<file path="config.mk">
export PLATFORM = sky130hd
export DESIGN_NAME = uart_tx_controller_flat
export DESIGN_NICKNAME = d
export VERILOG_FILES = /design/src/rtl/uart_tx_controller_if.sv /design/src/rtl/uart_tx_controller.sv /design/src/flat_wrapper.sv
export SDC_FILE = /design/constraint.sdc
export NUM_CORES = 1
export LEC_CHECK = 0
export CAP_MARGIN = 10
export CORE_AREA = 2 2 77 79
export DETAILED_ROUTE_END_ITERATION = 8
export DIE_AREA = 0 0 79 81
export PLACE_DENSITY = 0.74
export RECOVER_POWER = 100
export SYNTH_ARGS = -nofsm -noshare
export SYNTH_HDL_FRONTEND = slang
export SYNTH_SLANG_ARGS = --single-unit
</file>
<file path="constraint.sdc">
create_clock -name clk -period 1.9 [get_ports clk]
set_input_delay 0.19 -clock clk [delete_from_list [all_inputs] [get_ports clk]]
set_output_delay 0.19 -clock clk [all_outputs]
set_load 0.01 [all_outputs]
</file>
<file path="src/rtl/uart_tx_controller_if.sv">
// Host-side handshake bundle for uart_tx_controller: word-format controls,
// bit-time reload value, load strobe/data and the ready/done status.
interface uart_tx_controller_if #(
    parameter int unsigned BAUD_W = 19
);
    logic [BAUD_W-1:0] baud_k;
    logic              bit_8;
    logic              parity_en;
    logic              odd_n_even;
    logic              load;
    logic [7:0]        load_data;
    logic              tx_rdy;
    logic              tx_done;

    // Host drives the request side and observes the status.
    modport master (
        output baud_k, bit_8, parity_en, odd_n_even, load, load_data,
        input  tx_rdy, tx_done
    );

    // Controller receives the request side and reports status.
    modport slave (
        input  baud_k, bit_8, parity_en, odd_n_even, load, load_data,
        output tx_rdy, tx_done
    );
endinterface

</file>
<file path="src/rtl/uart_tx_controller.sv">
// UART transmit sequencer: latches a byte on load, builds an 11-bit frame
// (start, data[6:0], b9, b10, stop) and shifts it out LSB first on tx at
// baud_k+1 clocks per bit. Define UART_TX_PARITY_EN to build the parity
// generator; without it parity_en is treated as 0.
module uart_tx_controller #(
    parameter int unsigned BAUD_W = 19
) (
    input  logic                clk,
    input  logic                reset_n,
    uart_tx_controller_if.slave host,
    output logic                tx
);

    typedef enum logic {StIdle, StShift} state_e;

    state_e            state_q;
    logic [10:0]       shift_q;
    logic [BAUD_W-1:0] baud_q;
    logic [BAUD_W-1:0] baud_cnt_q;
    logic [3:0]        bit_cnt_q;
    logic              rdy_q;
    logic              done_q;
    logic              b9;
    logic              b10;

`ifdef UART_TX_PARITY_EN
    logic par7;
    logic par8;

    // Tail bits from the word-format controls, parity generator included.
    always_comb begin
        par7 = (^host.load_data[6:0]) ^ host.odd_n_even;
        par8 = (^host.load_data) ^ host.odd_n_even;
        b9   = 1'b1;
        b10  = 1'b1;
        unique case ({host.bit_8, host.parity_en})
            2'b01: b9 = par7;
            2'b10: b9 = host.load_data[7];
            2'b11: begin
                b9  = host.load_data[7];
                b10 = par8;
            end
            default: ;
        endcase
    end
`else
    logic unused_parity;
    assign unused_parity = host.parity_en ^ host.odd_n_even;

    // Tail bits with parity removed: b9 carries data[7] in 8-bit mode.
    always_comb begin
        b9  = host.bit_8 ? host.load_data[7] : 1'b1;
        b10 = 1'b1;
    end
`endif

    // Frame sequencer: accept a load in idle, then time and shift each bit.
    always_ff @(posedge clk) begin
        if (!reset_n) begin
            state_q    <= StIdle;
            shift_q    <= '1;
            baud_q     <= '0;
            baud_cnt_q <= '0;
            bit_cnt_q  <= '0;
            rdy_q      <= 1'b1;
            done_q     <= 1'b0;
        end else begin
            done_q <= 1'b0;
            case (state_q)
                StIdle: begin
                    if (host.load) begin
                        shift_q    <= {1'b1, b10, b9, host.load_data[6:0], 1'b0};
                        baud_q     <= host.baud_k;
                        baud_cnt_q <= '0;
                        bit_cnt_q  <= '0;
                        rdy_q      <= 1'b0;
                        state_q    <= StShift;
                    end
                end
                StShift: begin
                    if (baud_cnt_q == baud_q) begin
                        baud_cnt_q <= '0;
                        // Shifting in ones leaves the line high after the stop bit.
                        shift_q    <= {1'b1, shift_q[10:1]};
                        if (bit_cnt_q == 4'd10) begin
                            bit_cnt_q <= '0;
                            done_q    <= 1'b1;
                            rdy_q     <= 1'b1;
                            state_q   <= StIdle;
                        end else begin
                            bit_cnt_q <= bit_cnt_q + 4'd1;
                        end
                    end else begin
                        baud_cnt_q <= baud_cnt_q + BAUD_W'(1);
                    end
                end
                default: state_q <= StIdle;
            endcase
        end
    end

    assign tx           = shift_q[0];
    assign host.tx_rdy  = rdy_q;
    assign host.tx_done = done_q;

endmodule

</file>
<file path="src/flat_wrapper.sv">
// flat-port wrapper written by rule: the top's interface ports become plain ports
module uart_tx_controller_flat 
#(
    parameter int unsigned BAUD_W = 19
)
  (clk, reset_n, tx, host_baud_k, host_bit_8, host_parity_en, host_odd_n_even, host_load, host_load_data, host_tx_rdy, host_tx_done);
  uart_tx_controller_if #(.BAUD_W(BAUD_W)) host_i ();
  input  logic clk;
  input  logic reset_n;
  output logic tx;
  input wire logic [$bits(host_i.baud_k)-1:0] host_baud_k;
  input wire logic [$bits(host_i.bit_8)-1:0] host_bit_8;
  input wire logic [$bits(host_i.parity_en)-1:0] host_parity_en;
  input wire logic [$bits(host_i.odd_n_even)-1:0] host_odd_n_even;
  input wire logic [$bits(host_i.load)-1:0] host_load;
  input wire logic [$bits(host_i.load_data)-1:0] host_load_data;
  output wire logic [$bits(host_i.tx_rdy)-1:0] host_tx_rdy;
  output wire logic [$bits(host_i.tx_done)-1:0] host_tx_done;
  assign host_i.baud_k = host_baud_k;
  assign host_i.bit_8 = host_bit_8;
  assign host_i.parity_en = host_parity_en;
  assign host_i.odd_n_even = host_odd_n_even;
  assign host_i.load = host_load;
  assign host_i.load_data = host_load_data;
  assign host_tx_rdy = host_i.tx_rdy;
  assign host_tx_done = host_i.tx_done;
  uart_tx_controller #(.BAUD_W(BAUD_W)) u_core (.clk(clk), .reset_n(reset_n), .host(host_i), .tx(tx));
endmodule
</file>
==> flow_metrics.tcl <==
set metrics [dict create \
    wire_per_inst_um 12.7 \
    chipWidth_um 79 \
    maxSlewHeadroom 0.394 \
    hold_end "u_core.baud_q[15]" \
    fin_worst_skew_ps 7.55 \
    ys.warnings.count 0 \
    place_congestion 0.849 \
    netlist_area_sq_mm 0.00268 \
    fmax_ghz 0.545 \
    r2r_end "u_core.baud_cnt_q[10]" \
    worstSetupStartpointType "flop" \
    synth_nets 340 \
    drc 0 \
    ys_ff_latch 54 \
    holdCritPathClass "in2reg" \
    wl_met3_um 212 \
    hold_path.startpoint "host_baud_k[15]" \
    grt_pass1_vias 2178 \
    maxCapViolCount 0 \
    fin_crit_sh 0.965 \
    track_usage 0.194 \
    hold_depth 3 \
    htree_levels 2 \
    setup_viol 0 \
    seq_area_frac_synth 0.404 \
    start_util 0.472 \
    synthCells 304 \
    synthArstFlopShare 0 \
    period_minus_slack_ps 1830 \
    drt_iter0_drc 123 \
    critical_path_arrival_ps 2040 \
    rrSetupSlack_ps 70 \
    cts_made_buffers 5 \
    die-height_um 81 \
    path_clk_slew_ps 100 \
    coreArea_sq_mm 0.00568 \
    vdd_drop_max_v 0.000460 \
    avgSynthCellArea_sq_um 8.81 \
    highest_layer "met4" \
    status "finished clean" \
    drive_gt1_frac 0.163 \
    grt_max_degree 41 \
    final_common_cell "nand2_1" \
    power_per_cell_area_mw_per_mm2 683 \
    post_drt_via_cell_ratio 5.16 \
    final_cell_mix "58 x nand2_1, 51 x dfxtp_1, 34 x buf_4, 30 x xor2_1, 30 x clkdlybuf4s50_1" \
    synth_flop_cell "dfxtp_1" \
    max_stage_delay_ps 370 \
    final_area_sq_mm 0.00344 \
    std_cell_rows 28 \
    crit_fanout 6 \
    multi_input_area_sq_mm 0.00153 \
    first_pass_iters 5 \
    slowest_stage "dfxtp_1" \
    cp_common_cell "buf_4" \
    rsz0062_at_grt "true" \
    dr_total_vias 2285 \
    path_cells "xor2_1 > nor4_1 > buf_4 > nand4_1 > o211ai_1 > buf_4 > buf_2 > nor2_1" \
    grt_pass1_wl_mm 9.91 \
    grt-ovfl-total 0 \
    worst_pin_slew_ps 908 \
    cts_tree "done" \
    seq_area_sq_mm 0.00108 \
    hpwl_mm 4.17 \
    synth_cell_types 43 \
    cts.sinks 54 \
    ff2ff_path_depth 8 \
    clock_tree.buffer_depth 2 \
    antenna_found_initial 0 \
    place_area_sq_mm 0.00329 \
    dr_wl_met2_mm 2.70 \
    final_core_util 0.606 \
    die-area_sq_mm 0.00640 \
    final.setup.tns_ps 0 \
    hold_viol_final 0 \
    crit_type "reg2reg" \
    fillCellCount 522 \
    layout-area-overhead-vs-synth_pct 28.4 \
    antenna_cells 0 \
    r2r-start "u_core.baud_cnt_q[12]" \
    maxSlewViolCount 0 \
    cp-end-kind "flop" \
    p_leak_nw 1.45 \
    synth_edf_count 0 \
    hold_buffers 0 \
    ios 36 \
    clk_latency_ps 300 \
    num-nets-final 403 \
    wl_met1_mm 2.69 \
    cts-root-buf "clkbuf_8" \
    routed_wl_mm 5.63 \
    required_ps 2100 \
    drtAntennaViolNets 0 \
    io_buffers 33 \
]
[worst max path at each step]
| stage | from | to | slack, ps | cells after the start |
|---|---|---|---|---|
| final | u_core.baud_cnt_q[12] | u_core.baud_cnt_q[10] | 70 | 8 |
| after global routing | u_core.baud_q[11] | u_core.bit_cnt_q[2] | -40 | 8 |
| after CTS | u_core.baud_q[5] | u_core.baud_cnt_q[15] | 20 | 7 |
| after detailed placement | u_core.baud_q[5] | u_core.baud_cnt_q[15] | -5 | 7 |
| after global placement | reset_n | u_core.baud_cnt_q[12] | 20 | 4 |
| after floorplan | u_core.baud_cnt_q[1] | u_core.baud_cnt_q[15] | 120 | 6 |
[layer usage]
layer / vias up / GRT usage
li1: 1180 / -
met1: 1059 / 0.262
met2: 44 / 0.323
met3: 2 / 0.0367
met4: 0 / 0.0414
met5: - / 0
[flip-flops by register name (all words and copies together), names as in the netlist]
register             cells
u_core.baud_cnt_q       19
u_core.baud_q           19
u_core.shift_q           9
u_core.bit_cnt_q         4
u_core.host.tx_done      1
u_core.host.tx_rdy       1
u_core.state_q           1
[per-stage QoR]
stage	power (mW)	worst slack (ps)	cells	hold slack, ps
3_5_place_dp	1.59	-5.32	432	459
4_1_cts	2.35	20.4	440	426
6_report	2.35	65.9	443	433
5_1_grt	2.47	-37.2	443	440
2_1_floorplan	1.42	116	304	335
3_3_place_gp	1.58	24.4	432	444
[what timing repair did]
item,CTS,global route
buffers inserted,0,2
setup endpoints to repair,4,23
pin swaps,0,5
gates cloned,0,1
gates resized for setup,1,8
[synthesized netlist by cell type (2+ instances only)]
cell type | number | area [sq um]
nand2_1 | 58 | 218
dfxtp_1 | 54 | 1080
xor2_1 | 30 | 263
a21boi_0 | 20 | 150
nor2_1 | 16 | 60.1
clkbuf_1 | 11 | 41.3
nand3_1 | 11 | 55.1
and2_1 | 9 | 56.3
mux2i_1 | 8 | 80.1
nand2b_1 | 8 | 50.1
nor4_1 | 7 | 43.8
and3_1 | 6 | 37.5
mux2_2 | 5 | 56.3
nand4_1 | 5 | 31.3
o21ai_0 | 5 | 25.0
a221o_1 | 4 | 40.0
a21oi_1 | 3 | 15.0
and4_1 | 3 | 26.3
ha_1 | 3 | 37.5
inv_1 | 3 | 11.3
mux2_1 | 3 | 33.8
nor2b_1 | 3 | 18.8
nor3_1 | 3 | 15.0
a21oi_4 | 2 | 32.5
a22o_1 | 2 | 17.5
a31oi_1 | 2 | 12.5
buf_2 | 2 | 10.0
buf_6 | 2 | 22.5
o311ai_0 | 2 | 17.5
[area by class of cell]
class / count / share of cell area
Sequential cell: 54 / 0.316
Clock inverter: 2 / 0.0109
Timing Repair Buffer: 71 / 0.178
Multi-Input combinational cell: 232 / 0.444
Tap cell: 75 / 0.0273
Inverter: 3 / 0.00328
Clock buffer: 6 / 0.0211
[worst max-delay path: cells and delay by family (launching register included)]
| family | cells | cell delay, ps |
|---|---|---|
| simple gates | 3 | 510 |
| compound gates | 1 | 200 |
| xor+xnor | 1 | 150 |
| flops | 1 | 370 |
| buf+inv | 3 | 500 |
[kinds of logic (layout without fill, tap and decap cells)]
kind of cell	count (synthesis)	count (layout)	share of synthesized area
multiplexers	16	16	0.0636
flip-flops	54	54	0.404
XOR/XNOR	31	31	0.101
AND/OR/NAND/NOR	134	134	0.246
adder cells (fa/ha/maj)	3	3	0.0140
AO/OA/AOI/OAI	48	48	0.140
buffers and inverters	18	82	0.0318
[report_power, final]
part / total [mW] / internal [mW] / leakage, nW / switching, mW
Clock: 0.769 / 0.394 / 0.0514 / 0.376
Sequential: 1.20 / 1.18 / 0.442 / 0.0272
Combinational: 0.377 / 0.202 / 0.952 / 0.175
Total: 2.35 / 1.77 / 1.45 / 0.578
(Power assumes the default switching activity.)
